$ cat src/rtl/scrod_trg_handshake_pkg.sv
// Shared types and constants for the SCROD trigger handshake block.
// Channel state encoding, timer width and counter helpers.
package scrod_trg_pkg;

    typedef enum logic [2:0] {
        IDLE         = 3'd0,
        PULSE        = 3'd1,
        WAIT_ACK     = 3'd2,
        WAIT_RELEASE = 3'd3,
        HOLDOFF      = 3'd4
    } chan_state_t;

    localparam int          N_CH_DEFAULT = 12;
    localparam int          TMR_W        = 10;
    localparam logic [15:0] CNT16_MAX    = 16'hFFFF;

    // 16-bit add that sticks at all-ones instead of wrapping
    function automatic logic [15:0] sat_add16(
        input logic [15:0] a,
        input logic [15:0] b
    );
        logic [16:0] s;
        s = {1'b0, a} + {1'b0, b};
        return s[16] ? CNT16_MAX : s[15:0];
    endfunction

endpackage

$ cat src/rtl/scrod_trg_handshake_if.sv
// Trigger/link bus between the trigger decision, this block and the SCRODs.
// master drives trigger level, mask and link acks; slave returns pulses and BUSY.
interface scrod_trg_handshake_if
    import scrod_trg_pkg::*;
#(
    parameter int N_CH = N_CH_DEFAULT
);

    logic [N_CH-1:0] TRG_IN;
    logic [N_CH-1:0] TRG_MASK;
    logic [N_CH-1:0] SCROD_ACK;
    logic [N_CH-1:0] SCROD_TRG;
    logic            BUSY;

    modport master (
        output TRG_IN,
        output TRG_MASK,
        output SCROD_ACK,
        input  SCROD_TRG,
        input  BUSY
    );

    modport slave (
        input  TRG_IN,
        input  TRG_MASK,
        input  SCROD_ACK,
        output SCROD_TRG,
        output BUSY
    );

endinterface

$ cat src/rtl/scrod_trg_handshake_chan.sv
// One SCROD link: ack synchronizer, pulse/ack/release/holdoff FSM and timer.
// timeout_pulse is high for the single cycle in which the link gives up.
module scrod_trg_chan
    import scrod_trg_pkg::*;
#(
    parameter int PULSE_LEN = 4,
    parameter int TIMEOUT   = 1023,
    parameter int HOLD_CYC  = 8
) (
    input  logic CLK_42MHZ,
    input  logic TRG_CLR,
    input  logic start,
    input  logic ack_raw,
    output logic trg,
    output logic busy,
    output logic timeout_pulse
);

    localparam logic [TMR_W-1:0] PULSE_LAST = TMR_W'(PULSE_LEN - 1);
    localparam logic [TMR_W-1:0] TMO_LAST   = TMR_W'(TIMEOUT);
    localparam logic [TMR_W-1:0] HOLD_LAST  = TMR_W'(HOLD_CYC - 1);
    localparam logic [TMR_W-1:0] TMR_ONE    = TMR_W'(1);

    chan_state_t      state_q, state_d;
    logic [TMR_W-1:0] timer_q, timer_d;
    logic             trg_q, trg_d;
    logic             ack_meta_q, ack_meta_d;
    logic             ack_s_q, ack_s_d;
    logic             tmo;

    // next state, timer and registered pulse output
    always_comb begin
        ack_meta_d = ack_raw;
        ack_s_d    = ack_meta_q;
        state_d    = state_q;
        timer_d    = timer_q;
        tmo        = 1'b0;
        unique case (state_q)
            IDLE: begin
                if (start) begin
                    state_d = PULSE;
                    timer_d = '0;
                end
            end
            PULSE: begin
                if (timer_q == PULSE_LAST) begin
                    state_d = WAIT_ACK;
                    timer_d = '0;
                end else begin
                    timer_d = timer_q + TMR_ONE;
                end
            end
            WAIT_ACK: begin
                if (ack_s_q) begin
                    state_d = WAIT_RELEASE;
                    timer_d = '0;
                end else if (timer_q == TMO_LAST) begin
                    tmo     = 1'b1;
                    state_d = HOLDOFF;
                    timer_d = '0;
                end else begin
                    timer_d = timer_q + TMR_ONE;
                end
            end
            WAIT_RELEASE: begin
                if (!ack_s_q) begin
                    state_d = HOLDOFF;
                    timer_d = '0;
                end else if (timer_q == TMO_LAST) begin
                    tmo     = 1'b1;
                    state_d = HOLDOFF;
                    timer_d = '0;
                end else begin
                    timer_d = timer_q + TMR_ONE;
                end
            end
            HOLDOFF: begin
                if (timer_q == HOLD_LAST) begin
                    state_d = IDLE;
                    timer_d = '0;
                end else begin
                    timer_d = timer_q + TMR_ONE;
                end
            end
            default: begin
                state_d = IDLE;
                timer_d = '0;
            end
        endcase
        trg_d = (state_d == PULSE);
    end

    // channel registers; reset drops the pulse without waiting for a clock
    always_ff @(posedge CLK_42MHZ or posedge TRG_CLR) begin
        if (TRG_CLR) begin
            state_q    <= IDLE;
            timer_q    <= '0;
            trg_q      <= 1'b0;
            ack_meta_q <= 1'b0;
            ack_s_q    <= 1'b0;
        end else begin
            state_q    <= state_d;
            timer_q    <= timer_d;
            trg_q      <= trg_d;
            ack_meta_q <= ack_meta_d;
            ack_s_q    <= ack_s_d;
        end
    end

    assign trg           = trg_q;
    assign busy          = (state_q != IDLE);
    assign timeout_pulse = tmo;

endmodule

$ cat src/rtl/scrod_trg_handshake.sv
// Trigger fan-out to SCROD links with ack tracking, BUSY veto and statistics.
// Edge detect and accept decision here; per-link handshakes in scrod_trg_chan.
module scrod_trg_handshake
    import scrod_trg_pkg::*;
#(
    parameter int N_CH      = N_CH_DEFAULT,
    parameter int PULSE_LEN = 4,
    parameter int TIMEOUT   = 1023,
    parameter int HOLDOFF   = 8
) (
    input  logic                    CLK_42MHZ,
    input  logic                    TRG_CLR,
    scrod_trg_handshake_if.slave    bus,
    input  logic                    FLAG_CLR,
    output logic [N_CH-1:0]         TIMEOUT_FLAGS,
    output logic [15:0]             TIMEOUT_COUNT,
    output logic [31:0]             ACCEPT_COUNT,
    output logic [15:0]             REJECT_COUNT
);

    logic            trg_prev_q, trg_prev_d;
    logic            trg_any, trg_edge, accept, reject;
    logic [N_CH-1:0] start, ch_trg, ch_busy, ch_tmo;
    logic [N_CH-1:0] flags_q, flags_d;
    logic [15:0]     tmo_cnt_q, tmo_cnt_d;
    logic [15:0]     rej_cnt_q, rej_cnt_d;
    logic [31:0]     acc_cnt_q, acc_cnt_d;
    logic [15:0]     tmo_inc;

    assign trg_any  = |bus.TRG_IN;
    assign trg_edge = trg_any & ~trg_prev_q;
    assign accept   = trg_edge & ~bus.BUSY & (|bus.TRG_MASK);
    assign reject   = trg_edge & bus.BUSY;
    assign start    = {N_CH{accept}} & bus.TRG_MASK;

    for (genvar i = 0; i < N_CH; i++) begin : g_ch
        scrod_trg_chan #(
            .PULSE_LEN (PULSE_LEN),
            .TIMEOUT   (TIMEOUT),
            .HOLD_CYC  (HOLDOFF)
        ) u_chan (
            .CLK_42MHZ     (CLK_42MHZ),
            .TRG_CLR       (TRG_CLR),
            .start         (start[i]),
            .ack_raw       (bus.SCROD_ACK[i]),
            .trg           (ch_trg[i]),
            .busy          (ch_busy[i]),
            .timeout_pulse (ch_tmo[i])
        );
    end

    assign bus.SCROD_TRG = ch_trg;
    assign bus.BUSY      = |ch_busy;

    // statistics; an event in the clearing cycle survives the clear
    always_comb begin
        trg_prev_d = trg_any;
        tmo_inc    = '0;
        for (int i = 0; i < N_CH; i++) begin
            tmo_inc = tmo_inc + 16'(ch_tmo[i]);
        end
        flags_d   = (FLAG_CLR ? '0 : flags_q) | ch_tmo;
        tmo_cnt_d = sat_add16(FLAG_CLR ? '0 : tmo_cnt_q, tmo_inc);
        rej_cnt_d = sat_add16(FLAG_CLR ? '0 : rej_cnt_q, 16'(reject));
        acc_cnt_d = (FLAG_CLR ? '0 : acc_cnt_q) + 32'(accept);
    end

    // edge register and status registers
    always_ff @(posedge CLK_42MHZ or posedge TRG_CLR) begin
        if (TRG_CLR) begin
            trg_prev_q <= 1'b0;
            flags_q    <= '0;
            tmo_cnt_q  <= '0;
            rej_cnt_q  <= '0;
            acc_cnt_q  <= '0;
        end else begin
            trg_prev_q <= trg_prev_d;
            flags_q    <= flags_d;
            tmo_cnt_q  <= tmo_cnt_d;
            rej_cnt_q  <= rej_cnt_d;
            acc_cnt_q  <= acc_cnt_d;
        end
    end

    assign TIMEOUT_FLAGS = flags_q;
    assign TIMEOUT_COUNT = tmo_cnt_q;
    assign ACCEPT_COUNT  = acc_cnt_q;
    assign REJECT_COUNT  = rej_cnt_q;

endmodule

$ cat src/flat_wrapper.sv
// flat-port wrapper written by rule: the top's interface ports become plain ports
module scrod_trg_handshake_flat import scrod_trg_pkg::*;
#(
    parameter int N_CH      = N_CH_DEFAULT,
    parameter int PULSE_LEN = 4,
    parameter int TIMEOUT   = 1023,
    parameter int HOLDOFF   = 8
)
  (CLK_42MHZ, TRG_CLR, FLAG_CLR, TIMEOUT_FLAGS, TIMEOUT_COUNT, ACCEPT_COUNT, REJECT_COUNT, bus_TRG_IN, bus_TRG_MASK, bus_SCROD_ACK, bus_SCROD_TRG, bus_BUSY);
  scrod_trg_handshake_if #(.N_CH(N_CH)) bus_i ();
  input  logic CLK_42MHZ;
  input  logic TRG_CLR;
  input  logic FLAG_CLR;
  output logic [N_CH-1:0] TIMEOUT_FLAGS;
  output logic [15:0] TIMEOUT_COUNT;
  output logic [31:0] ACCEPT_COUNT;
  output logic [15:0] REJECT_COUNT;
  input wire logic [$bits(bus_i.TRG_IN)-1:0] bus_TRG_IN;
  input wire logic [$bits(bus_i.TRG_MASK)-1:0] bus_TRG_MASK;
  input wire logic [$bits(bus_i.SCROD_ACK)-1:0] bus_SCROD_ACK;
  output wire logic [$bits(bus_i.SCROD_TRG)-1:0] bus_SCROD_TRG;
  output wire logic [$bits(bus_i.BUSY)-1:0] bus_BUSY;
  assign bus_i.TRG_IN = bus_TRG_IN;
  assign bus_i.TRG_MASK = bus_TRG_MASK;
  assign bus_i.SCROD_ACK = bus_SCROD_ACK;
  assign bus_SCROD_TRG = bus_i.SCROD_TRG;
  assign bus_BUSY = bus_i.BUSY;
  scrod_trg_handshake #(.N_CH(N_CH), .PULSE_LEN(PULSE_LEN), .TIMEOUT(TIMEOUT), .HOLDOFF(HOLDOFF)) u_core (.CLK_42MHZ(CLK_42MHZ), .TRG_CLR(TRG_CLR), .bus(bus_i), .FLAG_CLR(FLAG_CLR), .TIMEOUT_FLAGS(TIMEOUT_FLAGS), .TIMEOUT_COUNT(TIMEOUT_COUNT), .ACCEPT_COUNT(ACCEPT_COUNT), .REJECT_COUNT(REJECT_COUNT));
endmodule
$ cat config.mk
export PLATFORM = sky130hd
export DESIGN_NAME = scrod_trg_handshake_flat
export DESIGN_NICKNAME = d
export VERILOG_FILES = /design/src/rtl/scrod_trg_handshake_pkg.sv /design/src/rtl/scrod_trg_handshake_if.sv /design/src/rtl/scrod_trg_handshake_chan.sv /design/src/rtl/scrod_trg_handshake.sv /design/src/flat_wrapper.sv
export SDC_FILE = /design/constraint.sdc
export NUM_CORES = 1
export LEC_CHECK = 0
export ABC_AREA = 1
export BUFFER_PORTS_ARGS = -buffer_cell sky130_fd_sc_hd__buf_2
export CAP_MARGIN = 20
export CORE_MARGIN = 4
export CORE_UTILIZATION = 44
export CTS_CLUSTER_DIAMETER = 30
export DETAILED_ROUTE_END_ITERATION = 10
export GPL_TIMING_DRIVEN = 0
export PLACE_DENSITY_LB_ADDON = 0.12
export SLEW_MARGIN = 20
export SYNTH_ARGS = -nofsm -noshare
export SYNTH_HDL_FRONTEND = slang
export SYNTH_SLANG_ARGS = --single-unit
export TNS_END_PERCENT = 100
$ cat constraint.sdc
create_clock -name CLK_42MHZ -period 11.8 [get_ports CLK_42MHZ]
set_input_delay 2.95 -clock CLK_42MHZ [delete_from_list [all_inputs] [get_ports CLK_42MHZ]]
set_output_delay 2.95 -clock CLK_42MHZ [all_outputs]
set_load 0.1 [all_outputs]
==> After elaboration in Yosys (flattened, before gate mapping) <==
Index checks and enable logic that the tools add are counted.
{ "word_totals": {"ff_bits": 269, "elab_cells": 456} }
{ "classes": {"bitwise": 8, "reduce_logical": 27, "n_eq_ne": 108, "n_mux": 222, "n_addsub": 26} }
{ "op_table": {"columns": ["operator", "count"], "rows": [
  ["2-to-1 mux 10 bit", 72],
  ["case mux 10 bit (5 select lines)", 12],
  ["2-to-1 mux 3 bit", 72],
  ["case mux 3 bit (5 select lines)", 12],
  ["adder 16 x 1 -> 16 bit", 10],
  ["adder 10 x 1 -> 10 bit, second input constant", 12],
  ["equality test 10 bit, second input constant", 12],
  ["equality test 10 x 2 -> 1 bit, second input constant", 12],
  ["equality test 10 x 3 -> 1 bit, second input constant", 12],
  ["equality test 3 x 1 -> 1 bit, second input constant", 24],
  ["equality test 3 x 2 -> 1 bit, second input constant", 24],
  ["2-to-1 mux 16 bit", 4],
  ["equality test 3 bit, second input constant", 12],
  ["zero test 3 bit", 12],
  ["2-to-1 mux 1 bit", 36],
  ["nonzero test 3 bit", 12],
  ["OR reduction 12 bit", 3],
  ["adder 32 x 1 -> 32 bit", 1],
  ["2-to-1 mux 32 bit", 1],
  ["!= test 2 x 1 -> 1 bit, second input constant", 12],
  ["case mux 1 bit (2 select lines)", 12],
  ["adder 16 x 1 -> 17 bit", 1],
  ["adder 16 x 16 -> 17 bit", 1],
  ["bitwise AND 12 bit", 1],
  ["5 further kinds", 9]
]} }

==> Longest topological paths before layout <==
Gate-level depths: netlist (run 1).
{ "depth": {"word_depth": 17, "mapped_depth": 28} }

==> Modules after synthesis <==
Synthesis (run 1) repeated with hierarchy kept, for this count alone.
{ "hier_totals": {"cells_unflattened": 2184, "area_unflattened_um2": 16410.7} }
{ "modules_own_cells": {"columns": ["module", "area_each_um2", "seq_area_each_um2", "cells_per_inst", "instances"], "rows": [
  ["scrod_trg_chan at u_core.g_ch[0].u_chan ...", 957.2, 400.4, 123, 10],
  ["scrod_trg_handshake", 4929.7, 1926.8, 700, 1],
  ["scrod_trg_chan at u_core.g_ch[1].u_chan ...", 954.7, 400.4, 127, 2]
]} }

==> Worst setup path after synthesis (run 1) <==
OpenSTA, ideal clock, no wires.
{ "synth_timing": {"path_kind": "in2reg", "from": "input FLAG_CLR", "to": "register u_core.tmo_cnt_q[10] (netlist: u_core.TIMEOUT_COUNT[10])", "path_stages": 18, "t_arrival_ns": 5.459, "path_buffers": 6, "path_slack_ns": 6.271, "setup_time_ns": 0.071, "path_cell_list": "buf_6 inv_4 buf_6 buf_6 buf_6 clkbuf_1 nand2_1 fa_1 inv_1 nand3_1 nand3_1 nand2_1 nor2_4 nand3_1 nor2_2 nand3_2 buf_2 nand3_1"} }
{ "synth_between": {"elab_chain_len": 3} }
{ "synth_rtl": {"columns": ["item", "line_no", "source"], "rows": [
  ["from (decl)", "flat_wrapper.sv:13", "input logic FLAG_CLR;"],
  ["2-to-1 mux 16 bit", "scrod_trg_handshake.sv:63", "tmo_cnt_d = sat_add16(FLAG_CLR ? '0 : tmo_cnt_q, tmo_inc);"],
  ["adder 16 x 16 -> 17 bit", "scrod_trg_handshake_pkg.sv:23", "s = {1'b0, a} + {1'b0, b};"],
  ["2-to-1 mux 16 bit", "scrod_trg_handshake_pkg.sv:24", "return s[16] ? CNT16_MAX : s[15:0];"],
  ["via u_core.tmo_cnt_d[10]", "scrod_trg_handshake.sv:25", "logic [15:0] tmo_cnt_q, tmo_cnt_d;"],
  ["to (signal assigned)", "scrod_trg_handshake.sv:79", "tmo_cnt_q <= tmo_cnt_d;"],
  ["to (decl)", "scrod_trg_handshake.sv:25", null]
]} }
The timed path passes the listed nets, and every way through them passes these cells.
A chain may end at the register's enable or synchronous reset.

==> Final worst setup path (run 1) <==
{ "layout_timing": {"from": "register u_core.g_ch[1].u_chan.timer_q[0]", "to": "register u_core.tmo_cnt_q[12] (netlist: u_core.TIMEOUT_COUNT[12])"} }
{ "layout_between": {"elab_chain_len": 17, "word_cells_on_any_way": 18, "cone_classes": "add/sub (12); eq/ne (1); mux (5)"} }
{ "layout_rtl": {"columns": ["item", "line_no", "source"], "rows": [
  ["from (decl)", "scrod_trg_handshake_chan.sv:25", "logic [TMR_W-1:0] timer_q, timer_d;"],
  ["from (signal assigned)", "scrod_trg_handshake_chan.sv:103", "timer_q <= timer_d;"],
  ["equality test 10 bit *", "scrod_trg_handshake_chan.sv:57, scrod_trg_handshake_chan.sv:69", null],
  ["2-to-1 mux 1 bit *", "scrod_trg_handshake_chan.sv:57, scrod_trg_handshake_chan.sv:69", null],
  ["2-to-1 mux 1 bit, on equally long branches", "scrod_trg_handshake_chan.sv:66, scrod_trg_handshake_chan.sv:54", null],
  ["case mux 1 bit (2 select lines) *", "scrod_trg_handshake_chan.sv:38", "unique case (state_q)"],
  ["adder 1 x 1 -> 2 bit *", "scrod_trg_handshake.sv:60", "tmo_inc = tmo_inc + 16'(ch_tmo[i]);"],
  ["adder 16 x 1 -> 16 bit * (10 in series)", "scrod_trg_handshake.sv:60", null],
  ["adder 16 x 16 -> 17 bit *", "scrod_trg_handshake_pkg.sv:23", null],
  ["2-to-1 mux 16 bit *", "scrod_trg_handshake_pkg.sv:24", null],
  ["via u_core.tmo_cnt_d[12]", "scrod_trg_handshake.sv:25", null]
]} }
Mark *: on every way through the listed nets, which the timed path passes. The rest lies on a longest branch.

==> results of run 1 <==
## per-stage QoR
step           utilization  total power [mW]  TNS [ps]
2_1_floorplan            -              1.91         0
3_3_place_gp         0.480              2.17   -515800
3_5_place_dp         0.482              2.19         0
4_1_cts              0.544              4.19         0
5_1_grt              0.544              4.39         0
6_report             0.544              4.14         0
## cells in the final DEF (no fill, tap or decap), types with 7 or more instances in the layout
cell type	n
nand2_1	678
nand3_1	416
nor2_1	393
inv_1	336
dfrtp_1	269
o21ai_0	140
buf_2	139
clkbuf_16	73
nand4_1	72
xor2_1	47
nor3_1	40
clkbuf_1	27
ha_1	24
a21oi_1	21
xnor2_1	17
clkbuf_8	15
buf_4	13
buf_6	12
nand3b_1	12
o211ai_1	12
nor2_2	11
or2_2	10
clkinv_2	10
nor3_2	9
inv_2	8
fa_1	8
bufinv_16	8
o22ai_1	7
## layer usage
layer  vias to the layer above  global-route usage  wire (microns)
met1                      8258               0.307           23000
li1                       8977                   -               -
met5                         -                   0              56
met3                       111              0.0511            3160
met4                         8              0.0747            1310
met2                       508               0.359           22200
## layout make-up
cell class / count / share of cell area
Antenna cell: 1 / 0.000115
Buffer: 64 / 0.0188
Clock buffer: 96 / 0.0949
Clock inverter: 29 / 0.0183
Inverter: 348 / 0.0605
Multi-Input combinational cell: 1966 / 0.436
Sequential cell: 269 / 0.310
Tap cell: 525 / 0.0302
Timing Repair Buffer: 128 / 0.0315
## report_power, final
group / switching, mW / internal (mW) / total (mW)
registers: 0.119 / 1.05 / 1.17
clock network: 0.576 / 1.39 / 1.96
logic: 0.750 / 0.265 / 1.01
## cells by family after synthesis
group                    Yosys count
adder cells (fa/ha/maj)           32
AO/OA/AOI/OAI                    201
buffers and inverters            412
AND/OR/NAND/NOR                 1669
flip-flops                       269
XOR/XNOR                          64
## state kept, by name, indices dropped and copies added (netlist names)
register,count
u_core.g_ch.u_chan.ack_meta_q,12
u_core.trg_prev_q,1
u_core.TIMEOUT_FLAGS,12
u_core.TIMEOUT_COUNT,16
u_core.g_ch.u_chan.ack_s_q,12
u_core.g_ch.u_chan.trg,12
u_core.g_ch.u_chan.timer_q,120
u_core.g_ch.u_chan.state_q,36
u_core.REJECT_COUNT,16
u_core.ACCEPT_COUNT,32
## critical path: stages (launching register included)
cell and delay [ps]:
dfrtp_1 430, ha_1 240, nand2_1 80, nor2_1 330
nand2_1 120, nor2_1 140, nand2_1 140, nor2_1 290
ha_1 280, inv_1 70, fa_1 440, fa_1 560
fa_1 430, fa_1 400, fa_1 530, fa_1 460
inv_1 70, nand3_1 90, nand3_1 120, nand2_1 150
nor2_4 160, nand3_1 130, nor2_2 150, nand3_2 170
buf_2 250, nand3_1 100
## worst min path at each step
stage | from | endpoint | slack, ps | cells past startpoint
2_1_floorplan | u_core.g_ch[0].u_chan.ack_meta_q | u_core.g_ch[0].u_chan.ack_s_q | 330 | 0
3_3_place_gp | u_core.g_ch[3].u_chan.ack_meta_q | u_core.g_ch[3].u_chan.ack_s_q | 330 | 0
3_5_place_dp | u_core.g_ch[1].u_chan.ack_meta_q | u_core.g_ch[1].u_chan.ack_s_q | 340 | 0
4_1_cts | u_core.g_ch[3].u_chan.ack_meta_q | u_core.g_ch[3].u_chan.ack_s_q | 340 | 0
5_1_grt | u_core.g_ch[11].u_chan.ack_meta_q | u_core.g_ch[11].u_chan.ack_s_q | 350 | 0
6_report | u_core.g_ch[3].u_chan.ack_meta_q | u_core.g_ch[3].u_chan.ack_s_q | 340 | 0
==> flow_summary.ini, run 1 <==
[timing]
setup_viol = 0
period_share = 0.544
worst_slew_pin_slew_ps = 927
finalCriticalPeriod_ps = 6420
finalHoldViolCount = 0
final-max-slew-violation-count = 0
timing.hold.ws_ps = 342
relSlewSlack = 0.382
skew_ps = 20.2
setup_slack_ps = 5380
timing.fmax_mhz = 156
rsz0062_at_grt = false

[synth]
synthMuxAreaShare = 0
synth_compound_area_frac = 0.0615
synth_area_sq_mm = 0.0179
async_flop_share = 1.00
synth_top_cell_area_share = 0.375
synth_simple_gate_area_frac = 0.411
yosysWarnings = 0
synthMostInstantiatedCell = nand2_1
ys_ff_latch = 269
netlist_instances = 2647
avgSynthCellArea_sq_um = 6.78
synth_fp_nets = 2718
ys_seq_area_frac = 0.375
synthAdderAreaFrac = 0.0257
synth_ff_type = dfrtp_1
synth_top_family_by_area = simple AND/OR/NAND/NOR gates
synth_top_area_cell = dfrtp_1
synthDistinctLibCells = 53
synth_common_cells = nand2_1, nand3_1, nor2_1
synth_area_leaders = dfrtp_1, nand2_1, nand3_1, nor2_1, inv_1
synth_edf_count = 0
synthXorXnorAreaFrac = 0.0313

[cells_and_area]
nFillCells = 3949
syn_to_final_growth_pct = 21.3
instances_no_fill = 3426
drive_gt1_frac = 0.122
multi_input_comb_area_sq_mm = 0.00949
final_nets = 2921
final_area_sq_mm = 0.0217
regArea_sq_mm = 0.00673

[worst_setup_path]
r2r_slack_ps = 5380
required_ps = 12310
ff2ff_path_depth = 25
startpoint_type = flop
endpoint_kind = flop
regToRegStartpoint = u_core.g_ch[1].u_chan.timer_q[0]
cp_max_fo = 10
r2r-end = u_core.TIMEOUT_COUNT[12]
critPathArrivalTime_ps = 6930
crit_path_start = u_core.g_ch[1].u_chan.timer_q[0]
worst-setup-path-type = flop to flop
crit_end = u_core.TIMEOUT_COUNT[12]

[power]
leakagePower_nw = 10.9
peakVddDrop_v = 0.000124
power_per_cell_area_mw_per_mm2 = 191

[placement]
dp.cells = 3300
dpl.hpwl_microns = 36800
dp_slack_ps = 5290
dpl-instance-area_sq_mm = 0.0193
portBuffers = 126
gp_congestion = 0.925

[global_route]
antenna_found_initial = 4
grt_pass1_vias = 17100
grt_usage = 0.226
grt-ovfl-total = 0
grt_max_degree = 103
grt_pass1_wl_microns = 83400

[route]
ant_nets = 0
routed_wl_microns = 49700
avgRoutedWirePerCell_microns = 14.5
avgViaCountPerCell = 5.21
route.detailed.drc = 0
drt_pre_antenna_iters = 6
via_count = 17862
drt_iter0_drc = 1339

[min_path]
hp-class = flop to flop

[clock_tree]
numCtsBuffers = 73
cts_resized = 0
path_clk_slew_ps = 40
worstSkewPairLatency_ps = 590
cts_tree = built
ctsHoldBuffers = 0
postCtsSetupRepairBufs = 0
cts_sinks = 269
cts.root.buffer_cell = clkbuf_16
htree_levels = 3
cts_buffer_depth = 3

[floorplanning]
start_util = 0.448
dieWidth_microns = 210
io_pins = 128
dieArea_sq_mm = 0.0441
fp.dieH_microns = 210
core_region_area_sq_mm = 0.0400
rows = 73

[run]
drv_cap = 0

[outcome]
status = finished clean
Power figures use the tool's default switching activity.
==> inputs of run 2 (changes only) <==
==> constraint.sdc (replaced) <==
create_clock -name CLK_42MHZ -period 5.79 [get_ports CLK_42MHZ]
set_input_delay 1.4475 -clock CLK_42MHZ [delete_from_list [all_inputs] [get_ports CLK_42MHZ]]
set_output_delay 1.4475 -clock CLK_42MHZ [all_outputs]
set_load 0.1 [all_outputs]
==> flow_summary.ini, run 2 (synthesis results as in run 1) <==
[cells_and_area]
largest_reg_flops = 120
syn_to_final_growth_pct = 23.9
nFillCells = 3837
final_common_cell = nand2_1
instances_no_fill = 3456
regMostFlops = u_core.g_ch.u_chan.timer_q
final_util = 0.555
drive_gt1_frac = 0.140
antenna_cells = 0
final_cell_mix = nand2_1, nand3_1, nor2_1, inv_1, dfrtp_1
final_nets = 2946

[worst_setup_path]
crit_end = u_core.TIMEOUT_COUNT[11]
cp.depth = 25
critPathArrivalTime_ps = 6030
r2r_slack_ps = 260
ff2ff_path_depth = 25
required_ps = 6290
slowest_delay_ps = 540
regToRegStartpoint = u_core.g_ch[1].u_chan.timer_q[1]
endpoint_kind = flop
crit_path_start = u_core.g_ch[1].u_chan.timer_q[1]
cp_top_family = adder cells
r2r-end = u_core.TIMEOUT_COUNT[11]
cp_max_fo = 10
cp_slowest_cell = fa_1
crit_top_cell = nand3_1
crit_buf_inv = 2
worst-setup-path-type = flop to flop
startpoint_type = flop

[floorplanning]
dieArea_sq_mm = 0.0441
rows = 73
start_util = 0.448
dieWidth_microns = 210
fp.dieH_microns = 210
core_region_area_sq_mm = 0.0400
io_pins = 128

[min_path]
hp-class = flop to flop
min_path_cells = 0

[global_route]
grt_pass1_vias = 17249
grt_pass1_wl_microns = 84200
antenna_found_initial = 3
grt_usage = 0.229
grt-ovfl-total = 0
grt_max_degree = 34

[power]
leakagePower_nw = 11.1
power_per_cell_area_mw_per_mm2 = 389
peakVddDrop_v = 0.000320

[timing]
setup_slack_ps = 259
worst_slew_pin_slew_ps = 942
skew_ps = 24.5
finalHoldViolCount = 0
finalCriticalPeriod_ps = 5530
finalSetupTns_ps = 0
relSlewSlack = 0.372
timing.fmax_mhz = 181
final-max-slew-violation-count = 0
period_share = 0.955
setup_viol = 0

[route]
avgRoutedWirePerCell_microns = 14.6
drt_iter0_drc = 1364
ant_nets = 0
avgViaCountPerCell = 5.24
drt_pre_antenna_iters = 5
route.detailed.drc = 0
via_count = 18113
routed_wl_microns = 50600

[outcome]
status = finished clean

[clock_tree]
worstSkewPairLatency_ps = 580
path_clk_slew_ps = 40
htree_levels = 3
cts_buffer_depth = 3
cts_tree = built
numCtsBuffers = 73
cts.root.buffer_cell = clkbuf_16
ctsHoldBuffers = 0
cts_sinks = 269

[placement]
dp_slack_ps = -559
portBuffers = 126
gp_congestion = 0.924
dpl.hpwl_microns = 37700
dp.cells = 3307

[run]
drv_cap = 0
run 2: changes by cell type in the layout (fill, tap and decap cells not counted), moves of 4 or more:
cell,change
buf_12,+9
buf_4,+19
clkbuf_1,+4
clkbuf_16,+4
clkbuf_8,-5
clkinvlp_4,+4
nor2_1,-13
nor2_2,+9
nor2_4,+4
run 2: worst min-delay path by stage:
stage / from / endpoint
global placement: u_core.g_ch[3].u_chan.ack_meta_q / u_core.g_ch[3].u_chan.ack_s_q
global route: u_core.g_ch[5].u_chan.ack_meta_q / u_core.g_ch[5].u_chan.ack_s_q
finish: u_core.g_ch[5].u_chan.ack_meta_q / u_core.g_ch[5].u_chan.ack_s_q
detailed placement: u_core.g_ch[5].u_chan.ack_meta_q / u_core.g_ch[5].u_chan.ack_s_q
floorplan: u_core.g_ch[0].u_chan.ack_meta_q / u_core.g_ch[0].u_chan.ack_s_q
CTS: u_core.g_ch[5].u_chan.ack_meta_q / u_core.g_ch[5].u_chan.ack_s_q
run 2: worst register-to-register path, stage by stage (launching register included):
cell and delay (ps):
dfrtp_1 400, ha_4 160, nand2_1 100, nor2_4 140, nand2_1 80, nor2_2 130, nand2_2 110, nor2_4 130
ha_1 240, inv_1 70, fa_1 440, fa_1 540, fa_1 430, fa_2 370, fa_2 370, xnor2_1 190
ha_1 380, nand3_1 130, nand3_1 130, nand2_2 100, nor2_4 150, nand3_1 120, nor2_2 160, nand3_4 130
buf_4 200, nand3_1 80
run 2: final cells by class:
type                            count  area, sq um  share of cell area
Timing Repair Buffer              153          946              0.0426
Tap cell                          525          657              0.0296
Multi-Input combinational cell   1966         9600               0.432
Clock buffer                      100         2110              0.0951
Sequential cell                   269         6730               0.303
Buffer                             64          412              0.0185
Inverter                          348         1310              0.0591
Clock inverter                     31          435              0.0196
run 2: metrics by stage:
stage | hold slack, ps | area, sq um | total power [mW]
6_report | 342 | 22200 | 8.64
3_3_place_gp | 332 | 19200 | 4.44
2_1_floorplan | 331 | 17900 | 3.90
3_5_place_dp | 335 | 19400 | 4.48
4_1_cts | 344 | 22100 | 8.71
5_1_grt | 348 | 22200 | 9.17
run 2: timing repair:
item                       4_1_cts  5_1_grt
setup buffers                    6       12
setup endpoints to repair       16       16
resized for setup               24       18
pin swaps                        6        7
run 2: routing by layer:
layer / vias to the layer above / share of wire / GRT usage
met5: - / 0.00057 / 0
met4: 6 / 0.036 / 0.0916
met3: 141 / 0.064 / 0.0502
met2: 539 / 0.44 / 0.359
met1: 8406 / 0.46 / 0.310
li1: 9021 / - / -
run 2: power breakdown:
part | internal [mW] | switching, mW | leakage (nW)
clock | 2.96 | 1.16 | 1.24
sequential | 2.14 | 0.240 | 3.62
combinational | 0.569 | 1.56 | 6.27
total | 5.67 | 2.97 | 11.1
